### src/rtl/counter_pkg.sv
// Shared constants and helpers for the modulo counter family.
// Used by counter_mod and any timer/divider block that instantiates it.
package counter_pkg;

   localparam int unsigned CNT_WRAP = 0;
   localparam int unsigned CNT_SAT  = 1;

   // Limit a load value to the top of the count range.
   function automatic logic [31:0] clamp_max(input logic [31:0] value, input logic [31:0] max);
      return (value > max) ? max : value;
   endfunction

endpackage

### src/rtl/cnt_cell.sv
// One bit slice of the counter: toggles on carry/borrow-in, or loads ldv when ld is high.
// ca ripples to the next slice: carry when counting up, borrow when counting down.
module cnt_cell (
   input  logic ck,
   input  logic res,
   input  logic en,
   input  logic up,
   input  logic ld,
   input  logic ldv,
   output logic q,
   output logic ca
);

   logic q_q;
   logic q_d;

   always_comb begin
      q_d = q_q;
      if (ld) begin
         q_d = ldv;
      end else if (en) begin
         q_d = ~q_q;
      end
   end

   always_ff @(posedge ck or negedge res) begin
      if (!res) begin
         q_q <= 1'b0;
      end else begin
         q_q <= q_d;
      end
   end

   assign q  = q_q;
   assign ca = up ? (en & q_q) : (en & ~q_q);

endmodule

### src/rtl/counter_mod.sv
// Loadable up/down modulo counter built from a ripple chain of cnt_cell slices.
// The top level handles the range boundaries, clr/load priority and the wrap/ovf flags.
module counter_mod
   import counter_pkg::*;
#(
   parameter int unsigned WIDTH    = 4,
   parameter int unsigned MAX      = 32'((64'd1 << WIDTH) - 64'd1),
   parameter int unsigned SATURATE = CNT_WRAP
) (
   input  logic             ck,
   input  logic             res,
   input  logic             clr,
   input  logic             load,
   input  logic [WIDTH-1:0] d,
   input  logic             en,
   input  logic             up,
   output logic [WIDTH-1:0] q,
   output logic             tc,
   output logic             wrap,
   output logic             ovf
);

   localparam logic [WIDTH-1:0] MAX_Q = WIDTH'(MAX);

   logic             at_max;
   logic             at_zero;
   logic             cell_en;
   logic             cell_ld;
   logic [WIDTH-1:0] cell_ldv;
   logic [WIDTH:0]   carry;
   logic             unused_carry;

   logic wrap_q, wrap_d;
   logic ovf_q, ovf_d;

   // Boundary detection and control muxing. A boundary edge either reloads the
   // opposite end of the range (wrap) or suppresses the chain entirely (saturate).
   always_comb begin
      at_max   = (q == MAX_Q);
      at_zero  = (q == '0);
      tc       = en & ~clr & ~load & (up ? at_max : at_zero);
      cell_en  = en;
      cell_ld  = 1'b0;
      cell_ldv = '0;
      if (clr) begin
         cell_ld  = 1'b1;
         cell_ldv = '0;
      end else if (load) begin
         cell_ld  = 1'b1;
         cell_ldv = WIDTH'(clamp_max(32'(d), MAX));
      end else if (tc) begin
         if (SATURATE == CNT_SAT) begin
            cell_en = 1'b0;
         end else begin
            cell_ld  = 1'b1;
            cell_ldv = up ? '0 : MAX_Q;
         end
      end
   end

   assign carry[0] = cell_en;

   for (genvar i = 0; i < WIDTH; i++) begin : g_cell
      cnt_cell u_cell (
         .ck  (ck),
         .res (res),
         .en  (carry[i]),
         .up  (up),
         .ld  (cell_ld),
         .ldv (cell_ldv[i]),
         .q   (q[i]),
         .ca  (carry[i+1])
      );
   end

   // The top slice's carry-out only matters to a wider chain.
   assign unused_carry = carry[WIDTH];

   // tc is already masked by clr and load, so it alone marks a boundary event.
   always_comb begin
      wrap_d = tc;
      ovf_d  = clr ? 1'b0 : (ovf_q | tc);
   end

   always_ff @(posedge ck or negedge res) begin
      if (!res) begin
         wrap_q <= 1'b0;
         ovf_q  <= 1'b0;
      end else begin
         wrap_q <= wrap_d;
         ovf_q  <= ovf_d;
      end
   end

   assign wrap = wrap_q;
   assign ovf  = ovf_q;

endmodule

### config.mk
export PLATFORM = sky130hd
export DESIGN_NAME = counter_mod
export DESIGN_NICKNAME = d
export VERILOG_FILES = /design/src/rtl/counter_pkg.sv /design/src/rtl/cnt_cell.sv /design/src/rtl/counter_mod.sv
export SDC_FILE = /design/constraint.sdc
export NUM_CORES = 1
export LEC_CHECK = 0
export BUFFER_PORTS_ARGS = -buffer_cell sky130_fd_sc_hd__buf_2
export CORE_AREA = 5 5 42 44
export CTS_CLUSTER_SIZE = 14
export DETAILED_ROUTE_END_ITERATION = 8
export DIE_AREA = 0 0 47 49
export PLACE_DENSITY = 0.65
export REMOVE_ABC_BUFFERS = 1
export SLEW_MARGIN = 15
export SYNTH_ARGS = -nofsm -noshare
export SYNTH_HDL_FRONTEND = slang
export SYNTH_HIERARCHICAL = 1
export SYNTH_SLANG_ARGS = --single-unit
### constraint.sdc
create_clock -name ck -period 2.8 [get_ports ck]
set_input_delay 0.14 -clock ck [delete_from_list [all_inputs] [get_ports ck]]
set_output_delay 0.14 -clock ck [all_outputs]
set_load 0.03 [all_outputs]
======== Word-level counts from Yosys, hierarchy flattened ========
Cells that the tools add are included.
word-level totals
  flip-flop bits (word level) ............. 6
  latch bits .............................. 0
  memory bits (writable) .................. 0
  ROM bits ................................ 0
  bits of input ports ..................... 10
  output and inout port bits .............. 7
  logic and storage cells ................. 48
  memories ................................ 0
cells by class
  add/subtract/negate cells ............... 0
  $mul .................................... 0
  div/mod/pow operators ................... 0
  magnitude comparators ................... 0
  equality and inequality tests ........... 1
  shift-type cells ........................ 0
  muxes and demuxes ....................... 20
  bitwise gates (word level) .............. 16
  reduce and logical (&&, ||, !) cells .... 5
operator list
  cell                                   number
  1-bit two-way mux                      16
  4-bit two-way mux                      4
  1-bit AND                              9
  2-bit nonzero test                     4
  1-bit inverter                         6
  4-bit == test (second input constant)  1
  4-bit logical NOT                      1
  1-bit bitwise OR                       1

======== Longest topological paths before layout ========
  depth in word-level cells ............... 9
  depth in mapped cells ................... 6
  mapped depth without buffers ............ 6

======== By module ========
The synthesis kept the hierarchy.
modules (own cells, without submodules)
  module       instances  cells each  area an instance (µm²)  seq. area each (µm²)
  cnt_cell     4          6           57.6                    25.0
  counter_mod  1          21          163.9                   50.0

======== Worst setup path before layout ========
OpenSTA, ideal clock, no wires.
  path type ............................... reg2reg
  from .................................... register g_cell[1].u_cell.q_q
  to ...................................... register g_cell[0].u_cell.q_q
  setup time .............................. 0.146 ns
  data arrival time ....................... 1.589 ns
  required time ........................... 2.654 ns
  path slack .............................. 1.065 ns
  cell stages (with the launch flop) ...... 5
  path buffers ............................ 0
  clock period less this slack ............ 1.735 ns
  cells stage by stage .................... dfrtp_1 nor4_2 mux2i_1 o21ai_0 o21ai_1
between the ends
  word-level cells in the longest chain between the ends .. 7
  elaborated cells between the ends (all ways) .. 12
  those cells by class .................... eq/ne (1); mux (8); bitwise (1); reduce/logical (2)
RTL lines
  item                                                     line                                  RTL
  start, declared                                          cnt_cell.sv:14                        logic q_q;
  start signal, assigned                                   cnt_cell.sv:30                        q_q <= q_d;
  4-bit == test or 4-bit logical NOT (tied branches)       counter_mod.sv:39, counter_mod.sv:40
  1-bit two-way mux (*)                                    counter_mod.sv:41                     tc = en & ~clr & ~load & (up ? at_max : at_zero);
  1-bit AND (*)                                            counter_mod.sv:41
  1-bit two-way mux (*)                                    counter_mod.sv:51                     end else if (tc) begin
  1-bit two-way mux (*)                                    counter_mod.sv:48                     end else if (load) begin
  1-bit two-way mux (*)                                    counter_mod.sv:45                     if (clr) begin
  via cell_ld                                              counter_mod.sv:28                     logic cell_ld;
  1-bit two-way mux or 2-bit nonzero test (tied branches)  --
  end signal, assigned                                     cnt_cell.sv:30
  end, declared                                            cnt_cell.sv:14
The timed path passes the listed nets; every way through them passes the cells marked *.
A chain may end at the register's enable or synchronous reset.

======== Worst setup path in the final report ========
Ends and elaborated chain as after synthesis.

==> metrics.cfg <==
[clock_network]
clock-sinks=6
cts_tree=built
clockRootBuffer=clkbuf_4
cts_made_buffers=3
clock_latency_ps=250
ctsLongestPathBuffers=2
ctsHoldBuffers=1
cts_max_level=1
path_clk_slew_ps=50
post_cts_buffers=0
ctsResizeCount=0

[yosys]
netlist_area_um2=379
ys_warn_count=6
avgSynthCellArea_um2=8.82
netlist_instances=43

[floorplan]
fp.dieH_um=49
rows=14
pin_count=17
die-area_um2=2300
core_area_um2=1400
initial_core_util=0.271
die_x_um=47

[drt]
first_pass_iters=2
routed_via_density=4.71
wl_per_cell_um=11.5
wl_um=912
dr_total_vias=372
drcViolationCount=0
drtIter0Drc=3
ant_nets=0

[power_and_ir_drop]
vdd_ir_drop_max_uv=181
p_per_area_nw_per_um2=512
p_leak_nw=0.241
total_power_mw=0.262

[critical_path]
crit_path_start_kind=flip-flop
critical_path_class=reg2reg
worst-path-max-fanout=8
required_ps=2900
endpoint_kind=flip-flop
cp.arrival_ps=1900

[timing]
finalSetupTns_ps=0
grt_setup_unrepaired=false
fin_skew_ps=4.77
min_period_over_period=0.642
fin_ws_ps=1000
hold_viol_final=0
setup_viol=0
slew_headroom=0.531
layout_min_cycle_time_ps=1800
fmax_mhz=556
worst_slew_pin_slew_ps=696
slew_violations=0

[layout]
final_common_cell=buf_2
layout_common_cells=buf_2, nand2_1, xnor2_1
drive_above_1_share=0.349
instances_no_fill=79
final_util=0.365
nets=75
antenna_cells=0
areaGrowthSynthToFinish_pct=35.0

[global_routing]
grt_max_degree=9
overflow=0
antenna_found_initial=0
first_global_vias=355
gr-usage-all-layers=0.0970
grt_pass1_wl_um=1600

[placed_design]
io_buffers=16
post-dp-hpwl_um=705
place_congestion=0.829
placed_cells=75
place_ws_ps=1010

[flow_run]
cap_violations=0

[outcome]
status=finished clean

[worst_hold_path]
hold_path_class=in2reg

-- where the power goes --
| group | total, mW | internal (mW) | switching [mW] |
|---|---|---|---|
| combinational | 0.0766 | 0.0333 | 0.0433 |
| clock | 0.0819 | 0.0486 | 0.0332 |
| sequential | 0.104 | 0.0941 | 0.00957 |
| total | 0.262 | 0.176 | 0.0862 |
-- area by class of cell --
type                    instances  area [um^2]
clock buffers                   3         22.5
fillers                       163          890
inverters                       2         7.51
multi-input cells              35          221
flip-flops and latches          6          150
well taps                      16         20.0
repair buffers                 17         90.1
-- worst paths after layout --
check | start | end | slack [ps] | depth (start not counted)
setup / recovery | g_cell[1].u_cell/q$_DFFE_PN0P_ | g_cell[0].u_cell/q$_DFFE_PN0P_ | 1000 | 4
min in group asynchronous | res | g_cell[3].u_cell/q$_DFFE_PN0P_ | 240 | 2
hold / removal | clr | ovf$_DFF_PN0_ | 200 | 2
max in group asynchronous | res | g_cell[2].u_cell/q$_DFFE_PN0P_ | 2410 | 2
setup reg to reg | g_cell[1].u_cell/q$_DFFE_PN0P_ | g_cell[0].u_cell/q$_DFFE_PN0P_ | 1000 | 4
hold reg to reg | ovf$_DFF_PN0_ | ovf$_DFF_PN0_ | 560 | 2
-- routing by layer --
metal  GRT usage  wire (um)  vias to the layer above
met2       0.131        405                       15
li1            -          -                      188
met5           0          0                        -
met1       0.125        393                      166
met3      0.0185         84                        3
met4      0.0829         28                        0
-- per-stage QoR --
stage                     hold slack [ps]  instance area, um^2
after global routing                  216                  512
after detailed placement            -28.9                  479
after floorplan                      -156                  379
after global placement              -31.8                  479
final                                 199                  512
after CTS                             195                  512
-- worst max-delay path, stage by stage, from the launching register on --
cell	delay [ps]
dfrtp_1	420
nor4_2	330
mux2i_1	160
o21ai_0	580
o21ai_1	160
-- sequential cells by signal, summed over array words and instances, names as in the netlist --
name and flops:
g_cell.u_cell/q 4, ovf 1, wrap 1
(Power assumes the default switching activity.)
